## src/rtl/arbiter_nx1_if.sv

```systemverilog
// Bus bundle between N masters, the arbiter and one downstream slave.
// The slave modport is the arbiter's view; the master modport is the surrounding system's view.
interface arbiter_nx1_if #(
  parameter int N_MASTERS = 4,
  parameter int XLEN      = 32
);
  localparam int ID_W = (N_MASTERS > 1) ? $clog2(N_MASTERS) : 1;

  logic [N_MASTERS-1:0]      i_m_bus_en;
  logic [N_MASTERS-1:0]      i_m_wr_en;
  logic [N_MASTERS*XLEN-1:0] i_m_wr_data;
  logic [N_MASTERS*XLEN-1:0] i_m_addr;
  logic [N_MASTERS*4-1:0]    i_m_byte_en;
  logic [N_MASTERS-1:0]      i_m_atomic;
  logic [N_MASTERS*7-1:0]    i_m_operation;
  logic [N_MASTERS-1:0]      i_m_lock;
  logic [N_MASTERS-1:0]      o_m_ack;
  logic [XLEN-1:0]           o_m_rd_data;

  logic                      i_ack;
  logic [XLEN-1:0]           i_rd_data;
  logic                      o_bus_en;
  logic                      o_wr_en;
  logic [XLEN-1:0]           o_wr_data;
  logic [XLEN-1:0]           o_addr;
  logic [3:0]                o_byte_en;
  logic                      o_atomic;
  logic [6:0]                o_operation;
  logic [ID_W-1:0]           o_id;

  modport slave (
    input  i_m_bus_en, i_m_wr_en, i_m_wr_data, i_m_addr, i_m_byte_en,
           i_m_atomic, i_m_operation, i_m_lock, i_ack, i_rd_data,
    output o_m_ack, o_m_rd_data, o_bus_en, o_wr_en, o_wr_data, o_addr,
           o_byte_en, o_atomic, o_operation, o_id
  );

  modport master (
    output i_m_bus_en, i_m_wr_en, i_m_wr_data, i_m_addr, i_m_byte_en,
           i_m_atomic, i_m_operation, i_m_lock, i_ack, i_rd_data,
    input  o_m_ack, o_m_rd_data, o_bus_en, o_wr_en, o_wr_data, o_addr,
           o_byte_en, o_atomic, o_operation, o_id
  );
endinterface

```

## src/rtl/arbiter_nx1.sv

```systemverilog
// N-to-1 bus arbiter: round-robin or fixed priority, with bounded grant locking.
// One transaction in flight; the granted master's fields are muxed from the registered grant.
module arbiter_nx1 #(
  parameter int N_MASTERS = 4,
  parameter int XLEN      = 32,
  parameter int RR_MODE   = 1,
  parameter int LOCK_MAX  = 8
) (
  input logic           i_clk,
  input logic           i_rst,
  arbiter_nx1_if.slave  bus
);
  localparam int ID_W = (N_MASTERS > 1) ? $clog2(N_MASTERS) : 1;
  localparam int LCW  = $clog2(LOCK_MAX) + 1;

  typedef enum logic {S_IDLE, S_BUSY} state_t;

  state_t          state_q, state_d;
  logic [ID_W-1:0] g_q, g_d;
  logic [ID_W-1:0] last_q, last_d;
  logic [LCW-1:0]  lock_cnt_q, lock_cnt_d;
  logic            busy;

  logic [XLEN-1:0] wd_a [N_MASTERS];
  logic [XLEN-1:0] ad_a [N_MASTERS];
  logic [3:0]      be_a [N_MASTERS];
  logic [6:0]      op_a [N_MASTERS];

  for (genvar k = 0; k < N_MASTERS; k++) begin : g_unpack
    assign wd_a[k] = bus.i_m_wr_data[k*XLEN +: XLEN];
    assign ad_a[k] = bus.i_m_addr[k*XLEN +: XLEN];
    assign be_a[k] = bus.i_m_byte_en[k*4 +: 4];
    assign op_a[k] = bus.i_m_operation[k*7 +: 7];
  end

  // Round-robin starts the scan just after the last completed grant.
  function automatic logic [ID_W-1:0] arb_pick(input logic [N_MASTERS-1:0] req,
                                               input logic [ID_W-1:0]      last);
    logic [ID_W-1:0] sel;
    logic            hit;
    int unsigned     idx;
    sel = '0;
    hit = 1'b0;
    for (int unsigned off = 0; off < N_MASTERS; off++) begin
      idx = (RR_MODE != 0) ? ((32'(last) + 32'd1 + off) % N_MASTERS) : off;
      if (!hit && req[idx[ID_W-1:0]]) begin
        hit = 1'b1;
        sel = idx[ID_W-1:0];
      end
    end
    return sel;
  endfunction

  always_comb begin
    state_d    = state_q;
    g_d        = g_q;
    last_d     = last_q;
    lock_cnt_d = lock_cnt_q;
    case (state_q)
      S_IDLE: begin
        if (|bus.i_m_bus_en) begin
          state_d = S_BUSY;
          g_d     = arb_pick(bus.i_m_bus_en, last_q);
        end
      end
      S_BUSY: begin
        if (bus.i_ack) begin
          if (bus.i_m_lock[g_q] && bus.i_m_bus_en[g_q] &&
              (lock_cnt_q < LCW'(LOCK_MAX - 1))) begin
            lock_cnt_d = lock_cnt_q + LCW'(1);
          end else begin
            state_d    = S_IDLE;
            lock_cnt_d = '0;
            last_d     = g_q;
          end
        end
      end
      default: state_d = S_IDLE;
    endcase
  end

  always_ff @(posedge i_clk or negedge i_rst) begin
    if (!i_rst) begin
      state_q    <= S_IDLE;
      g_q        <= '0;
      last_q     <= ID_W'(N_MASTERS - 1);
      lock_cnt_q <= '0;
    end else begin
      state_q    <= state_d;
      g_q        <= g_d;
      last_q     <= last_d;
      lock_cnt_q <= lock_cnt_d;
    end
  end

  assign busy = (state_q == S_BUSY);

  always_comb begin
    bus.o_m_ack = '0;
    if (busy && bus.i_ack) begin
      bus.o_m_ack[g_q] = 1'b1;
    end
  end

  // o_id tracks g_q directly, so it holds the last grant while idle.
  assign bus.o_id        = g_q;
  assign bus.o_m_rd_data = bus.i_rd_data;
  assign bus.o_bus_en    = busy;
  assign bus.o_wr_en     = busy & bus.i_m_wr_en[g_q];
  assign bus.o_atomic    = busy & bus.i_m_atomic[g_q];
  assign bus.o_wr_data   = busy ? wd_a[g_q] : '0;
  assign bus.o_addr      = busy ? ad_a[g_q] : '0;
  assign bus.o_byte_en   = busy ? be_a[g_q] : '0;
  assign bus.o_operation = busy ? op_a[g_q] : '0;
endmodule

```

## src/flat_wrapper.sv

```systemverilog
// flat-port wrapper written by rule: the top's interface ports become plain ports
module arbiter_nx1_flat 
#(
  parameter int N_MASTERS = 4,
  parameter int XLEN      = 32,
  parameter int RR_MODE   = 1,
  parameter int LOCK_MAX  = 8
)
  (i_clk, i_rst, bus_i_m_bus_en, bus_i_m_wr_en, bus_i_m_wr_data, bus_i_m_addr, bus_i_m_byte_en, bus_i_m_atomic, bus_i_m_operation, bus_i_m_lock, bus_i_ack, bus_i_rd_data, bus_o_m_ack, bus_o_m_rd_data, bus_o_bus_en, bus_o_wr_en, bus_o_wr_data, bus_o_addr, bus_o_byte_en, bus_o_atomic, bus_o_operation, bus_o_id);
  arbiter_nx1_if #(.N_MASTERS(N_MASTERS), .XLEN(XLEN)) bus_i ();
  input logic i_clk;
  input logic i_rst;
  input wire logic [$bits(bus_i.i_m_bus_en)-1:0] bus_i_m_bus_en;
  input wire logic [$bits(bus_i.i_m_wr_en)-1:0] bus_i_m_wr_en;
  input wire logic [$bits(bus_i.i_m_wr_data)-1:0] bus_i_m_wr_data;
  input wire logic [$bits(bus_i.i_m_addr)-1:0] bus_i_m_addr;
  input wire logic [$bits(bus_i.i_m_byte_en)-1:0] bus_i_m_byte_en;
  input wire logic [$bits(bus_i.i_m_atomic)-1:0] bus_i_m_atomic;
  input wire logic [$bits(bus_i.i_m_operation)-1:0] bus_i_m_operation;
  input wire logic [$bits(bus_i.i_m_lock)-1:0] bus_i_m_lock;
  input wire logic [$bits(bus_i.i_ack)-1:0] bus_i_ack;
  input wire logic [$bits(bus_i.i_rd_data)-1:0] bus_i_rd_data;
  output wire logic [$bits(bus_i.o_m_ack)-1:0] bus_o_m_ack;
  output wire logic [$bits(bus_i.o_m_rd_data)-1:0] bus_o_m_rd_data;
  output wire logic [$bits(bus_i.o_bus_en)-1:0] bus_o_bus_en;
  output wire logic [$bits(bus_i.o_wr_en)-1:0] bus_o_wr_en;
  output wire logic [$bits(bus_i.o_wr_data)-1:0] bus_o_wr_data;
  output wire logic [$bits(bus_i.o_addr)-1:0] bus_o_addr;
  output wire logic [$bits(bus_i.o_byte_en)-1:0] bus_o_byte_en;
  output wire logic [$bits(bus_i.o_atomic)-1:0] bus_o_atomic;
  output wire logic [$bits(bus_i.o_operation)-1:0] bus_o_operation;
  output wire logic [$bits(bus_i.o_id)-1:0] bus_o_id;
  assign bus_i.i_m_bus_en = bus_i_m_bus_en;
  assign bus_i.i_m_wr_en = bus_i_m_wr_en;
  assign bus_i.i_m_wr_data = bus_i_m_wr_data;
  assign bus_i.i_m_addr = bus_i_m_addr;
  assign bus_i.i_m_byte_en = bus_i_m_byte_en;
  assign bus_i.i_m_atomic = bus_i_m_atomic;
  assign bus_i.i_m_operation = bus_i_m_operation;
  assign bus_i.i_m_lock = bus_i_m_lock;
  assign bus_i.i_ack = bus_i_ack;
  assign bus_i.i_rd_data = bus_i_rd_data;
  assign bus_o_m_ack = bus_i.o_m_ack;
  assign bus_o_m_rd_data = bus_i.o_m_rd_data;
  assign bus_o_bus_en = bus_i.o_bus_en;
  assign bus_o_wr_en = bus_i.o_wr_en;
  assign bus_o_wr_data = bus_i.o_wr_data;
  assign bus_o_addr = bus_i.o_addr;
  assign bus_o_byte_en = bus_i.o_byte_en;
  assign bus_o_atomic = bus_i.o_atomic;
  assign bus_o_operation = bus_i.o_operation;
  assign bus_o_id = bus_i.o_id;
  arbiter_nx1 #(.N_MASTERS(N_MASTERS), .XLEN(XLEN), .RR_MODE(RR_MODE), .LOCK_MAX(LOCK_MAX)) u_core (.i_clk(i_clk), .i_rst(i_rst), .bus(bus_i));
endmodule
```

## config.mk

```make
export PLATFORM = sky130hd
export DESIGN_NAME = arbiter_nx1_flat
export DESIGN_NICKNAME = d
export VERILOG_FILES = /design/src/rtl/arbiter_nx1_if.sv /design/src/rtl/arbiter_nx1.sv /design/src/flat_wrapper.sv
export SDC_FILE = /design/constraint.sdc
export NUM_CORES = 1
export LEC_CHECK = 0
export BUFFER_PORTS_ARGS = -buffer_cell sky130_fd_sc_hd__buf_2
export CAP_MARGIN = 20
export CORE_AREA = 2 2 181 183
export DETAILED_ROUTE_END_ITERATION = 8
export DIE_AREA = 0 0 183 185
export PLACE_DENSITY = 0.36
export SYNTH_ARGS = -nofsm -noshare
export SYNTH_HDL_FRONTEND = slang
export SYNTH_SLANG_ARGS = --single-unit
```

## constraint.sdc

```tcl
create_clock -name i_clk -period 2.3 [get_ports i_clk]
set_input_delay 0 -clock i_clk [delete_from_list [all_inputs] [get_ports i_clk]]
set_output_delay 0 -clock i_clk [all_outputs]
set_load 0.005 [all_outputs]
```

==> results of run 1 <==
==> sequential cells by signal, summed over array words and instances (netlist names) <==
| register | flops |
|---|---|
| u_core.bus.o_bus_en | 1 |
| u_core.last_q | 2 |
| u_core.lock_cnt_q | 4 |
| u_core.bus.o_id | 2 |
==> report_power, final <==
group	switching (W)	total, W	internal [W]
clock	0.0000769	0.000309	0.000232
sequential	0.000165	0.000404	0.000239
combinational	0.00167	0.00408	0.00241
==> routing by layer <==
layer  up-vias  share of wire  global-route usage
li1       1746              -                   -
met4         2         0.0055              0.0112
met1      1857           0.41               0.119
met5         -        0.00062                   0
met3        12          0.085              0.0232
met2       204           0.50               0.163
==> cells in the final DEF (no fill, tap or decap), drive strengths merged, types with 4 or more instances in the layout <==
| cell | count |
|---|---|
| a21oi | 4 |
| and2 | 78 |
| buf | 408 |
| clkbuf | 4 |
| dfrtp | 7 |
| inv | 4 |
| mux4 | 78 |
| nand2 | 11 |
| o21ai | 7 |
==> worst max-delay path by stage <==
| stage | end | slack (ns) |
|---|---|---|
| after detailed placement | bus_o_addr[25] | 0.42 |
| after CTS | bus_o_byte_en[1] | 0.16 |
| after floorplan | u_core.last_q[0] | 0.70 |
| after global placement | bus_o_addr[25] | 0.43 |
| final | bus_o_byte_en[1] | 0.22 |
| after global routing | bus_o_addr[16] | 0.08 |
==> Yosys cell counts (2+ instances only) <==
cell and instances:
nor2_1 2, dfrtp_1 7, a21oi_1 4, and2_1 78
mux4_2 78, buf_6 6, clkbuf_1 16, nand2_1 11
inv_1 4, o21ai_0 6, buf_1 3, dfstp_2 2
o31ai_1 2, buf_4 32, buf_2 5
==> metrics by stage <==
step                power, W  instances   util
floorplan            0.00310        277      -
finish               0.00479       1036  0.172
global route         0.00518       1036  0.172
detailed placement   0.00454       1031  0.169
global placement     0.00457       1031  0.169
CTS                  0.00488       1036  0.172
==> layout make-up <==
type                            count  share of cell area
Clock buffer                        4              0.0143
Inverter                            4             0.00273
Multi-Input combinational cell    202               0.462
Sequential cell                     9              0.0430
Tap cell                          408              0.0929
Timing Repair Buffer              409               0.385
==> kinds of logic (layout without fill, tap and decap cells) <==
family          Yosys count  after routing  synth area share
mux                      80             80             0.558
flops                     9              9            0.0715
fa+ha+maj                 1              1           0.00393
simple gates            100            100             0.189
compound gates           21             21            0.0456
buf+inv                  66            417             0.132
==> worst max-delay path, delay by kind of cell (launching register included) <==
family                 cells  cell delay [ns]
buffers and inverters      2             0.44
flip-flops                 1             0.64
multiplexers               1             0.56
AND/OR/NAND/NOR            1             0.18
==> timing repair <==
action,in CTS,in global routing
endpoints found under the hold margin,9,0
hold buffers,1,0
gates resized for setup,0,0
==> impl_metrics.prom, run 1 <==
# TYPE chip_impl_metric gauge
chip_impl_metric{name="worst_hold_path.num_cells",unit=""} 0
chip_impl_metric{name="grt_remaining_overflow",unit=""} 0
chip_impl_metric{name="detail_route.iter0.violations",unit=""} 122
chip_impl_metric{name="synth.net_count",unit=""} 629
chip_impl_metric{name="worst_ep_arrival_time",unit="ns"} 2.08
chip_impl_metric{name="remaining_drc_errors",unit=""} 0
chip_impl_info{name="hold_crit_class",value="input pin to primary output"} 1
chip_impl_metric{name="fp.coreArea",unit="um2"} 32000
chip_impl_info{name="worstHoldStart",value="bus_i_rd_data[12]"} 1
chip_impl_info{name="timing.critical_path.to_type",value="primary output"} 1
chip_impl_metric{name="pre_cts_setup_slack",unit="ns"} 0.420
chip_impl_metric{name="worstMarginPinSlew",unit="ns"} 0.731
chip_impl_metric{name="initial_core_util",unit=""} 0.0994
chip_impl_metric{name="synth_top_area_share",unit=""} 0.551
chip_impl_metric{name="synth_enable_flop_cells",unit=""} 0
chip_impl_metric{name="cts_buffers",unit=""} 3
chip_impl_metric{name="row_count",unit=""} 66
chip_impl_metric{name="synth_seq_area_share",unit=""} 0.0715
chip_impl_metric{name="reg2reg_setup_slack",unit="ns"} 0.44
chip_impl_metric{name="syn_area_per_cell",unit="um2"} 11.5
chip_impl_metric{name="detail_route.wl_per_cell",unit="um"} 17.0
chip_impl_metric{name="die_height",unit="um"} 185
chip_impl_metric{name="htree_levels",unit=""} 1
chip_impl_info{name="cp_cell_sequence",value="buf_12 > mux4_2 > and2_1 > buf_2"} 1
chip_impl_info{name="worstSetupStartpointType",value="flop"} 1
chip_impl_info{name="crit_start",value="u_core.bus.o_id[0]"} 1
chip_impl_info{name="clock-root-buffer",value="clkbuf_16"} 1
chip_impl_metric{name="powerDensity",unit="nW/um2"} 871
chip_impl_metric{name="final_hold_viol_count",unit=""} 0
chip_impl_metric{name="vias_per_cell",unit=""} 3.69
chip_impl_metric{name="worst_setup_hold_path_clk_slew",unit="ns"} 0.04
chip_impl_metric{name="cts_setup_buffers",unit=""} 0
chip_impl_metric{name="gp_congestion",unit=""} 0.849
chip_impl_metric{name="vias_in_the_first_global_route",unit=""} 3810
chip_impl_metric{name="fin_nets",unit=""} 981
chip_impl_metric{name="timing.setup.tns",unit="ns"} 0
chip_impl_metric{name="maxCapViolCount",unit=""} 0
chip_impl_info{name="synth.top_cells.by_area",value="mux4_2 (55%), and2_1 (15%), buf_4 (7.5%)"} 1
chip_impl_metric{name="setup_skew_after_layout",unit="ns"} 0.000534
chip_impl_info{name="cts_tree",value="built"} 1
chip_impl_metric{name="final-seq-area",unit="um2"} 236
chip_impl_metric{name="count_of_antenna_violating_nets_left_after_detailed_routing",unit=""} 0
chip_impl_metric{name="antenna_cells_inserted",unit=""} 0
chip_impl_metric{name="track_usage",unit=""} 0.0934
chip_impl_metric{name="synth_seq_cells",unit=""} 9
chip_impl_metric{name="hold_ws",unit="ns"} 0.00000199
chip_impl_metric{name="min_period_over_period",unit=""} 0.904
chip_impl_metric{name="drv_slew",unit=""} 0
chip_impl_info{name="dominantRegCellSynth",value="dfrtp_1"} 1
chip_impl_metric{name="wl",unit="mm"} 17.6
chip_impl_metric{name="pin_count_of_the_biggest_net_entering_global_routing",unit=""} 44
chip_impl_metric{name="detailedPlacementHpwl",unit="mm"} 15.2
chip_impl_info{name="min_to",value="bus_o_m_rd_data[12]"} 1
chip_impl_metric{name="postPlaceCellArea",unit="um2"} 5410
chip_impl_metric{name="multi_input_comb_area",unit="um2"} 2540
chip_impl_metric{name="buffer_ports.inserted",unit=""} 402
chip_impl_metric{name="io_pins",unit=""} 467
chip_impl_info{name="status",value="finished, final reports clean"} 1
chip_impl_info{name="worst_path_max_delay_cell",value="dfrtp_4"} 1
chip_impl_info{name="synth_area_leader_cell",value="mux4_2"} 1
chip_impl_info{name="r2r_start",value="u_core.bus.o_id[0]"} 1
chip_impl_metric{name="max_vdd_drop",unit="uV"} 378
chip_impl_metric{name="finish.instance_area",unit="um2"} 5500
chip_impl_metric{name="fmax",unit="MHz"} 481
chip_impl_metric{name="areaGrowthSynthToFinish",unit="%"} 72.5
chip_impl_metric{name="asyncSetResetFlopFracSynth",unit=""} 1.00
chip_impl_metric{name="fillers",unit=""} 3658
chip_impl_metric{name="worstPathMaxFanout",unit=""} 37
chip_impl_metric{name="p_leak",unit="nW"} 2.65
chip_impl_metric{name="yosys.cell_types.count",unit=""} 36
chip_impl_metric{name="clk_path_buf_depth",unit=""} 2
chip_impl_info{name="grt_setup_unrepaired",value="false"} 1
chip_impl_metric{name="post_syn_instances",unit=""} 277
chip_impl_metric{name="clock_latency_reported_for_the_late_side_of_the_worst_skew_pair",unit="ns"} 0.23
chip_impl_metric{name="vias",unit=""} 3821
chip_impl_metric{name="finalSetupViolations",unit=""} 0
chip_impl_metric{name="post_route_cells_drive_above_1_share",unit=""} 0.793
chip_impl_metric{name="die_w",unit="um"} 183
chip_impl_metric{name="timing.reg2reg.worst_path_depth",unit=""} 3
chip_impl_metric{name="grt_first_pass_wirelength",unit="mm"} 24.3
chip_impl_metric{name="area_enclosed_by_the_die_boundary",unit="um2"} 33900
chip_impl_metric{name="grt_antenna_before_repair",unit=""} 1
chip_impl_metric{name="period_needed",unit="ns"} 2.08
chip_impl_metric{name="critical-path-max-stage-delay",unit="ns"} 0.64
chip_impl_metric{name="fin_ws",unit="ns"} 0.220
chip_impl_metric{name="cts_sinks",unit=""} 9
chip_impl_metric{name="dr.pass1.iters",unit=""} 4
chip_impl_metric{name="slew_headroom",unit=""} 0.508
chip_impl_metric{name="cell_area_after_technology_mapping",unit="um2"} 3190
chip_impl_info{name="timing_worst_setup_path_type",value="flop to primary output"} 1
chip_impl_metric{name="ys_warn_count",unit=""} 0
chip_impl_info{name="reg_to_reg_critical_path_endpoint",value="u_core.last_q[0]"} 1
chip_impl_metric{name="worstPathRequired",unit="ns"} 2.30
Note: power is estimated with default switching activity, not from simulation.
==> run 2, diff against run 1 <==
--- a/config.mk
+++ b/config.mk
@@ -5,12 +5,13 @@
 export SDC_FILE = /design/constraint.sdc
 export NUM_CORES = 1
 export LEC_CHECK = 0
+export ABC_AREA = 1
 export BUFFER_PORTS_ARGS = -buffer_cell sky130_fd_sc_hd__buf_2
 export CAP_MARGIN = 20
-export CORE_AREA = 2 2 181 183
+export CORE_AREA = 2 2 179 181
 export DETAILED_ROUTE_END_ITERATION = 8
-export DIE_AREA = 0 0 183 185
-export PLACE_DENSITY = 0.36
+export DIE_AREA = 0 0 181 183
+export PLACE_DENSITY = 0.35
 export SYNTH_ARGS = -nofsm -noshare
 export SYNTH_HDL_FRONTEND = slang
 export SYNTH_SLANG_ARGS = --single-unit
==> run 2 against run 1 <==
Effect of this change:
- critical endpoint is now bus_o_wr_data[11]
- synthesized cell count rose by 82%
- power rose by 16%
- sequential share of layout area rose by 0.081 points
==> impl_metrics.prom, run 2 <==
# TYPE chip_impl_metric gauge
chip_impl_info{name="status",value="finished, final reports clean"} 1
chip_impl_metric{name="worst_setup_hold_path_clk_slew",unit="ns"} 0.04
chip_impl_info{name="mostFrequentLayoutCells",value="buf_2 (402), nand2_1 (211), a22oi_1 (81)"} 1
chip_impl_metric{name="clk_path_buf_depth",unit=""} 2
chip_impl_metric{name="detail_route.iter0.violations",unit=""} 219
chip_impl_metric{name="final_hold_viol_count",unit=""} 0
chip_impl_metric{name="synth.net_count",unit=""} 856
chip_impl_info{name="worstHoldStart",value="bus_i_rd_data[13]"} 1
chip_impl_metric{name="reg2reg_setup_slack",unit="ns"} 0.49
chip_impl_metric{name="syn_area_per_cell",unit="um2"} 5.76
chip_impl_metric{name="grt_remaining_overflow",unit=""} 0
chip_impl_metric{name="min_period_over_period",unit=""} 0.897
chip_impl_metric{name="powerDensity",unit="nW/um2"} 1070
chip_impl_info{name="timing.critical_path.to_type",value="primary output"} 1
chip_impl_metric{name="synth_enable_flop_cells",unit=""} 0
chip_impl_info{name="layout_commonest_cell",value="buf_2"} 1
chip_impl_metric{name="slew_headroom",unit=""} 0.712
chip_impl_metric{name="htree_levels",unit=""} 1
chip_impl_metric{name="pin_count_of_the_biggest_net_entering_global_routing",unit=""} 43
chip_impl_metric{name="worst_ep_arrival_time",unit="ns"} 2.06
chip_impl_metric{name="dr.pass1.iters",unit=""} 4
chip_impl_info{name="synth.top_cells.by_area",value="nand2_1 (27%), a22oi_1 (21%), a31oi_1 (17%)"} 1
chip_impl_metric{name="drv_slew",unit=""} 0
chip_impl_metric{name="cts_sinks",unit=""} 9
chip_impl_info{name="reg_to_reg_critical_path_endpoint",value="u_core.last_q[1]"} 1
chip_impl_info{name="max_flop_register",value="u_core.lock_cnt_q"} 1
chip_impl_metric{name="cts_setup_buffers",unit=""} 0
chip_impl_info{name="r2r_start",value="u_core.bus.o_id[0]"} 1
chip_impl_metric{name="worstPathMaxFanout",unit=""} 42
chip_impl_info{name="timing_worst_setup_path_type",value="flop to primary output"} 1
chip_impl_metric{name="worst_hold_path.num_cells",unit=""} 0
chip_impl_metric{name="maxCapViolCount",unit=""} 0
chip_impl_metric{name="grt_first_pass_wirelength",unit="mm"} 29.1
chip_impl_metric{name="synth_seq_area_share",unit=""} 0.0784
chip_impl_metric{name="synth_seq_cells",unit=""} 9
chip_impl_metric{name="remaining_drc_errors",unit=""} 0
chip_impl_metric{name="track_usage",unit=""} 0.111
chip_impl_metric{name="power_frac_comb",unit=""} 0.879
chip_impl_metric{name="initial_core_util",unit=""} 0.0930
chip_impl_metric{name="fin_nets",unit=""} 1201
chip_impl_metric{name="gp_congestion",unit=""} 0.772
chip_impl_metric{name="fmax",unit="MHz"} 485
chip_impl_metric{name="post_syn_instances",unit=""} 504
chip_impl_metric{name="fp.coreArea",unit="um2"} 31200
chip_impl_metric{name="asyncSetResetFlopFracSynth",unit=""} 1.00
chip_impl_info{name="min_to",value="bus_o_m_rd_data[13]"} 1
chip_impl_metric{name="max_vdd_drop",unit="uV"} 666
chip_impl_metric{name="vias_per_cell",unit=""} 4.06
chip_impl_metric{name="areaGrowthSynthToFinish",unit="%"} 78.8
chip_impl_metric{name="row_count",unit=""} 65
chip_impl_metric{name="area_enclosed_by_the_die_boundary",unit="um2"} 33100
chip_impl_metric{name="die_height",unit="um"} 183
chip_impl_metric{name="cts_buffers",unit=""} 3
chip_impl_metric{name="io_pins",unit=""} 467
chip_impl_metric{name="detailedPlacementHpwl",unit="mm"} 16.7
chip_impl_info{name="synth_most_common_cell",value="nand2_1"} 1
chip_impl_metric{name="power_switching_share",unit=""} 0.554
chip_impl_metric{name="antenna_cells_inserted",unit=""} 0
chip_impl_metric{name="largest_register_ff_count",unit=""} 4
chip_impl_metric{name="grt_antenna_before_repair",unit=""} 1
chip_impl_metric{name="setup_skew_after_layout",unit="ns"} 0.00361
chip_impl_info{name="clock-root-buffer",value="clkbuf_16"} 1
chip_impl_metric{name="worstMarginPinSlew",unit="ns"} 0.428
chip_impl_metric{name="buffer_ports.inserted",unit=""} 402
chip_impl_info{name="synth_area_leader_cell",value="nand2_1"} 1
chip_impl_info{name="synth_common_cells",value="nand2_1 (211), a22oi_1 (81), a31oi_1 (77), buf_4 (44), buf_2 (16)"} 1
chip_impl_info{name="worstSetupStartpointType",value="flop"} 1
chip_impl_metric{name="end_of_flow_core_utilization",unit=""} 0.166
chip_impl_metric{name="count_of_antenna_violating_nets_left_after_detailed_routing",unit=""} 0
chip_impl_info{name="dominantRegCellSynth",value="dfrtp_1"} 1
chip_impl_metric{name="detail_route.wl_per_cell",unit="um"} 16.3
chip_impl_metric{name="net_load_switching_power",unit="W"} 0.00308
chip_impl_metric{name="power.clock.fraction",unit=""} 0.054
chip_impl_info{name="cts_tree",value="built"} 1
chip_impl_metric{name="vias_in_the_first_global_route",unit=""} 4862
chip_impl_metric{name="ys_warn_count",unit=""} 0
chip_impl_metric{name="post_route_cells_drive_above_1_share",unit=""} 0.507
chip_impl_info{name="grt_setup_unrepaired",value="false"} 1
chip_impl_metric{name="finalSetupViolations",unit=""} 0
chip_impl_metric{name="worstPathRequired",unit="ns"} 2.30
chip_impl_metric{name="p_int",unit="W"} 0.00247
chip_impl_metric{name="wl",unit="mm"} 20.3
chip_impl_info{name="hold_crit_class",value="input pin to primary output"} 1
chip_impl_metric{name="seq_power_share",unit=""} 0.067
chip_impl_metric{name="vias",unit=""} 5080
chip_impl_metric{name="p_leak",unit="nW"} 2.59
chip_impl_metric{name="clock_latency_reported_for_the_late_side_of_the_worst_skew_pair",unit="ns"} 0.23
chip_impl_metric{name="synth_top_area_share",unit=""} 0.273
chip_impl_metric{name="timing.setup.tns",unit="ns"} 0
chip_impl_metric{name="die_w",unit="um"} 181
chip_impl_metric{name="period_needed",unit="ns"} 2.06
chip_impl_metric{name="timing.reg2reg.worst_path_depth",unit=""} 9
chip_impl_metric{name="yosys.cell_types.count",unit=""} 24
chip_impl_metric{name="cell_area_after_technology_mapping",unit="um2"} 2910
-- run 2: changes by cell type after synthesis, moves of 6 or more --
cell,before,now
nand2_1,11,211
a22oi_1,0,81
and2_1,78,0
mux4_2,78,0
a31oi_1,1,77
buf_4,32,44
buf_2,5,16
nand3_1,1,10
clkbuf_1,16,8
inv_1,4,10
o21ai_0,6,0
-- run 2: metal layers --
layer / part of all wire / global-route usage / up-vias
met1: 0.42 / 0.141 / 2339
li1: - / - / 2457
met3: 0.085 / 0.0244 / 18
met2: 0.49 / 0.198 / 266
met5: 0 / 0 / -
met4: 0.0084 / 0.0133 / 0
-- run 2: how the worst max path moves through the flow --
stage	from	endpoint	slack (ns)	cells after the start
3_3_place_gp	u_core.bus.o_id[0]	bus_o_wr_data[11]	0.26	6
4_1_cts	u_core.bus.o_id[0]	bus_o_wr_data[11]	0.02	6
2_1_floorplan	u_core.last_q[0]	u_core.bus.o_id[1]	0.93	11
5_1_grt	u_core.bus.o_id[0]	bus_o_wr_data[11]	0.01	6
3_5_place_dp	u_core.bus.o_id[0]	bus_o_wr_data[11]	0.27	6
6_report	u_core.bus.o_id[0]	bus_o_wr_data[11]	0.24	6
-- run 2: logic make-up (layout without fill, tap and decap cells) --
| logic type | count (synthesis) | after routing | synth area share |
|---|---|---|---|
| simple gates | 238 | 238 | 0.326 |
| flops | 9 | 9 | 0.0784 |
| xor+xnor | 1 | 1 | 0.00302 |
| buf+inv | 92 | 436 | 0.204 |
| fa+ha+maj | 1 | 1 | 0.00431 |
| compound gates | 163 | 163 | 0.384 |
-- run 2: power groups by stage --
stage                     registers [W]  clock network, W  logic, W
after detailed placement       0.000369                 0   0.00496
after CTS                      0.000367          0.000305   0.00499
after floorplan                0.000262                 0   0.00291
after global routing           0.000385          0.000318   0.00542
final                          0.000369          0.000302   0.00488
after global placement         0.000363                 0   0.00500
-- run 2: cell type report --
class	count	area (um2)
clock buffer	4	78.8
fill	3741	26000
inverter	16	62.6
multi-input combinational	403	2090
sequential	9	228
tap	402	503
timing repair buffer	416	2230
-- run 2: what timing repair did --
action                                  4_1_cts  5_1_grt
hold endpoints to repair                      9        0
endpoints found under the setup margin        0        1
gates resized for setup                       0        1
hold buffers                                  1        0
-- run 2: metrics by stage --
| stage | instance area [um2] | hold WS [ns] | cells | total power, W | setup WS (ns) |
|---|---|---|---|---|---|
| finish | 5190 | 0.00000197 | 1250 | 0.00555 | 0.237 |
| global route | 5190 | 0.00000795 | 1250 | 0.00612 | 0.0145 |
| CTS | 5190 | 0.0000346 | 1250 | 0.00567 | 0.0234 |
| detailed placement | 5100 | -0.129 | 1245 | 0.00533 | 0.274 |
| global placement | 5100 | -0.123 | 1245 | 0.00536 | 0.256 |
| floorplan | 2910 | -0.296 | 504 | 0.00317 | 0.933 |
-- run 2: critical path, cell delays in order, from the launching register on --
cell and delay [ns]:
dfrtp_1 0.59, nand2_1 0.14, inv_2 0.17, buf_12 0.23, nand2_1 0.13, a31oi_2 0.34, buf_2 0.19
==> run 3, diff against run 2 <==
--- a/config.mk
+++ b/config.mk
@@ -8,10 +8,12 @@
 export ABC_AREA = 1
 export BUFFER_PORTS_ARGS = -buffer_cell sky130_fd_sc_hd__buf_2
 export CAP_MARGIN = 20
+export CELL_PAD_IN_SITES_DETAIL_PLACEMENT = 0
+export CELL_PAD_IN_SITES_GLOBAL_PLACEMENT = 1
 export CORE_AREA = 2 2 179 181
 export DETAILED_ROUTE_END_ITERATION = 8
 export DIE_AREA = 0 0 181 183
-export PLACE_DENSITY = 0.35
+export PLACE_DENSITY = 0.54
 export SYNTH_ARGS = -nofsm -noshare
 export SYNTH_HDL_FRONTEND = slang
 export SYNTH_SLANG_ARGS = --single-unit
==> run 3 against run 2 <==
Effect of this change:
- flip-flop and latch count unchanged
- worst setup slack lost 0.041 ns
- non-clock buffer count fell by 3
- critical path depth is the same
- maximum frequency down 2.0%
- combinational power about the same
- clock power increased by 4%
- clock skew shrank 0.0012 ns
==> impl_metrics.prom, run 3 (synthesis gave the netlist of run 2 again) <==
# TYPE chip_impl_metric gauge
chip_impl_info{name="status",value="finished, final reports clean"} 1
chip_impl_metric{name="worstMarginPinSlew",unit="ns"} 0.473
chip_impl_metric{name="count_of_antenna_violating_nets_left_after_detailed_routing",unit=""} 0
chip_impl_metric{name="clk_path_buf_depth",unit=""} 2
chip_impl_info{name="worstHoldStart",value="bus_i_rd_data[20]"} 1
chip_impl_metric{name="drv_slew",unit=""} 0
chip_impl_metric{name="buffer_ports.inserted",unit=""} 402
chip_impl_info{name="crit_start",value="u_core.bus.o_id[0]"} 1
chip_impl_metric{name="p_leak",unit="nW"} 2.58
chip_impl_metric{name="worstPathRequired",unit="ns"} 2.30
chip_impl_info{name="hold_crit_class",value="input pin to primary output"} 1
chip_impl_metric{name="fin_ws",unit="ns"} 0.196
chip_impl_metric{name="vias_in_the_first_global_route",unit=""} 4878
chip_impl_metric{name="fp.coreArea",unit="um2"} 31200
chip_impl_metric{name="gp_congestion",unit=""} 0.832
chip_impl_metric{name="detail_route.iter0.violations",unit=""} 237
chip_impl_metric{name="pin_count_of_the_biggest_net_entering_global_routing",unit=""} 43
chip_impl_metric{name="track_usage",unit=""} 0.108
chip_impl_metric{name="antenna_cells_inserted",unit=""} 0
chip_impl_metric{name="maxCapViolCount",unit=""} 0
chip_impl_info{name="timing_worst_setup_path_type",value="flop to primary output"} 1
chip_impl_info{name="r2r_start",value="u_core.bus.o_id[0]"} 1
chip_impl_metric{name="finalSetupViolations",unit=""} 0
chip_impl_metric{name="cts_buffers",unit=""} 3
chip_impl_metric{name="fin_nets",unit=""} 1198
chip_impl_metric{name="vias_per_cell",unit=""} 4.06
chip_impl_metric{name="row_count",unit=""} 65
chip_impl_metric{name="area_enclosed_by_the_die_boundary",unit="um2"} 33100
chip_impl_info{name="grt_setup_unrepaired",value="false"} 1
chip_impl_metric{name="power_switching_share",unit=""} 0.559
chip_impl_metric{name="worst_ep_arrival_time",unit="ns"} 2.10
chip_impl_metric{name="max_vdd_drop",unit="uV"} 1040
chip_impl_metric{name="die_w",unit="um"} 181
chip_impl_metric{name="final-seq-area",unit="um2"} 228
chip_impl_metric{name="p_int",unit="W"} 0.00247
chip_impl_info{name="cts_tree",value="built"} 1
chip_impl_metric{name="initial_core_util",unit=""} 0.0930
chip_impl_metric{name="power_frac_comb",unit=""} 0.879
chip_impl_metric{name="net_load_switching_power",unit="W"} 0.00312
chip_impl_metric{name="dr.pass1.iters",unit=""} 4
chip_impl_info{name="clock-root-buffer",value="clkbuf_16"} 1
chip_impl_metric{name="fmax",unit="MHz"} 475
chip_impl_metric{name="cts_setup_buffers",unit=""} 0
chip_impl_info{name="mostFrequentLayoutCells",value="buf_2 (402), nand2_1 (211), a22oi_1 (81)"} 1
chip_impl_metric{name="remaining_drc_errors",unit=""} 0
chip_impl_metric{name="worstPathMaxFanout",unit=""} 35
chip_impl_metric{name="grt_first_pass_wirelength",unit="mm"} 28.1
chip_impl_metric{name="grt_antenna_before_repair",unit=""} 0
chip_impl_info{name="worstSetupStartpointType",value="flop"} 1
chip_impl_metric{name="multi_input_comb_area",unit="um2"} 2090
chip_impl_metric{name="htree_levels",unit=""} 1
chip_impl_metric{name="seq_power_share",unit=""} 0.065
chip_impl_metric{name="io_pins",unit=""} 467
chip_impl_metric{name="grt_remaining_overflow",unit=""} 0
chip_impl_metric{name="setup_skew_after_layout",unit="ns"} 0.00244
chip_impl_metric{name="areaGrowthSynthToFinish",unit="%"} 78.5
chip_impl_info{name="reg_to_reg_critical_path_endpoint",value="u_core.last_q[0]"} 1
chip_impl_metric{name="detailedPlacementHpwl",unit="mm"} 15.9
chip_impl_metric{name="wl",unit="mm"} 19.8
chip_impl_metric{name="vias",unit=""} 5066
chip_impl_metric{name="clock_latency_reported_for_the_late_side_of_the_worst_skew_pair",unit="ns"} 0.24
chip_impl_info{name="max_flop_register",value="u_core.lock_cnt_q"} 1
chip_impl_metric{name="min_period_over_period",unit=""} 0.915
chip_impl_info{name="timing.critical_path.to_type",value="primary output"} 1
chip_impl_metric{name="reg2reg_setup_slack",unit="ns"} 0.51
chip_impl_metric{name="slew_headroom",unit=""} 0.682
chip_impl_metric{name="period_needed",unit="ns"} 2.10
chip_impl_metric{name="die_height",unit="um"} 183
chip_impl_metric{name="cts_sinks",unit=""} 9
chip_impl_metric{name="timing.reg2reg.worst_path_depth",unit=""} 9
chip_impl_metric{name="final_hold_viol_count",unit=""} 0
chip_impl_info{name="min_to",value="bus_o_m_rd_data[20]"} 1
chip_impl_metric{name="detail_route.wl_per_cell",unit="um"} 15.9
chip_impl_info{name="layout_commonest_cell",value="buf_2"} 1
chip_impl_metric{name="power.clock.fraction",unit=""} 0.056
chip_impl_metric{name="fillers",unit=""} 3651
chip_impl_metric{name="worst_setup_hold_path_clk_slew",unit="ns"} 0.04
chip_impl_metric{name="post_route_cells_drive_above_1_share",unit=""} 0.505
chip_impl_metric{name="timing.setup.tns",unit="ns"} 0
chip_impl_metric{name="powerDensity",unit="nW/um2"} 1080
chip_impl_metric{name="worst_hold_path.num_cells",unit=""} 0
chip_impl_metric{name="pre_cts_setup_slack",unit="ns"} 0.242
chip_impl_metric{name="largest_register_ff_count",unit=""} 4
[run 3: repair_timing]
action	4_1_cts	5_1_grt
gates resized for setup	1	0
endpoints found under the hold margin	9	0
endpoints found under the setup margin	1	0
hold buffers	1	0
[run 3: how the worst max path moves through the flow]
stage,to,slack [ns],depth (start not counted)
5_1_grt,bus_o_wr_data[12],0.1,6
4_1_cts,bus_o_wr_data[12],0.18,6
6_report,bus_o_wr_data[12],0.20,6
3_5_place_dp,bus_o_wr_data[12],0.24,6
2_1_floorplan,u_core.bus.o_id[1],0.93,11
3_3_place_gp,bus_o_wr_data[12],0.28,6
[run 3: routing by layer]
layer / up-vias / global-route usage / share of wire
met5: - / 0 / 0
met4: 0 / 0.0179 / 0.010
met3: 20 / 0.0183 / 0.084
met2: 287 / 0.191 / 0.48
met1: 2302 / 0.140 / 0.42
li1: 2457 / - / -
[run 3: layout make-up]
cell class / count / share of cell area
timing repair buffer: 413 / 0.429
multi-input combinational: 403 / 0.403
sequential: 9 / 0.0439
inverter: 16 / 0.0121
tap: 402 / 0.0970
clock buffer: 4 / 0.0152
[run 3: through the flow]
| stage | cell area (um2) | instances | hold WS, ns | total power, W | util |
|---|---|---|---|---|---|
| floorplan | 2910 | 504 | -0.296 | 0.00317 | - |
| global placement | 5090 | 1242 | -0.132 | 0.00534 | 0.163 |
| detailed placement | 5090 | 1242 | -0.133 | 0.00531 | 0.163 |
| CTS | 5180 | 1247 | 0.0000346 | 0.00567 | 0.166 |
| global route | 5180 | 1247 | 0.00000799 | 0.00612 | 0.166 |
| finish | 5180 | 1247 | 0.00000199 | 0.00559 | 0.166 |
[run 3: worst max-delay path: stages (launching register included)]
cell     delay (ns)
dfrtp_1        0.59
inv_2          0.10
nor2_4         0.19
buf_12         0.23
a22oi_1        0.13
a31oi_2        0.36
buf_2          0.20
[run 3: power groups by stage]
stage          clock (W)  sequential, W  combinational, W
2_1_floorplan          0       0.000262           0.00291
3_3_place_gp           0       0.000361           0.00498
3_5_place_dp           0       0.000367           0.00495
4_1_cts         0.000321       0.000365           0.00498
5_1_grt         0.000325       0.000376           0.00542
6_report        0.000314       0.000363           0.00491
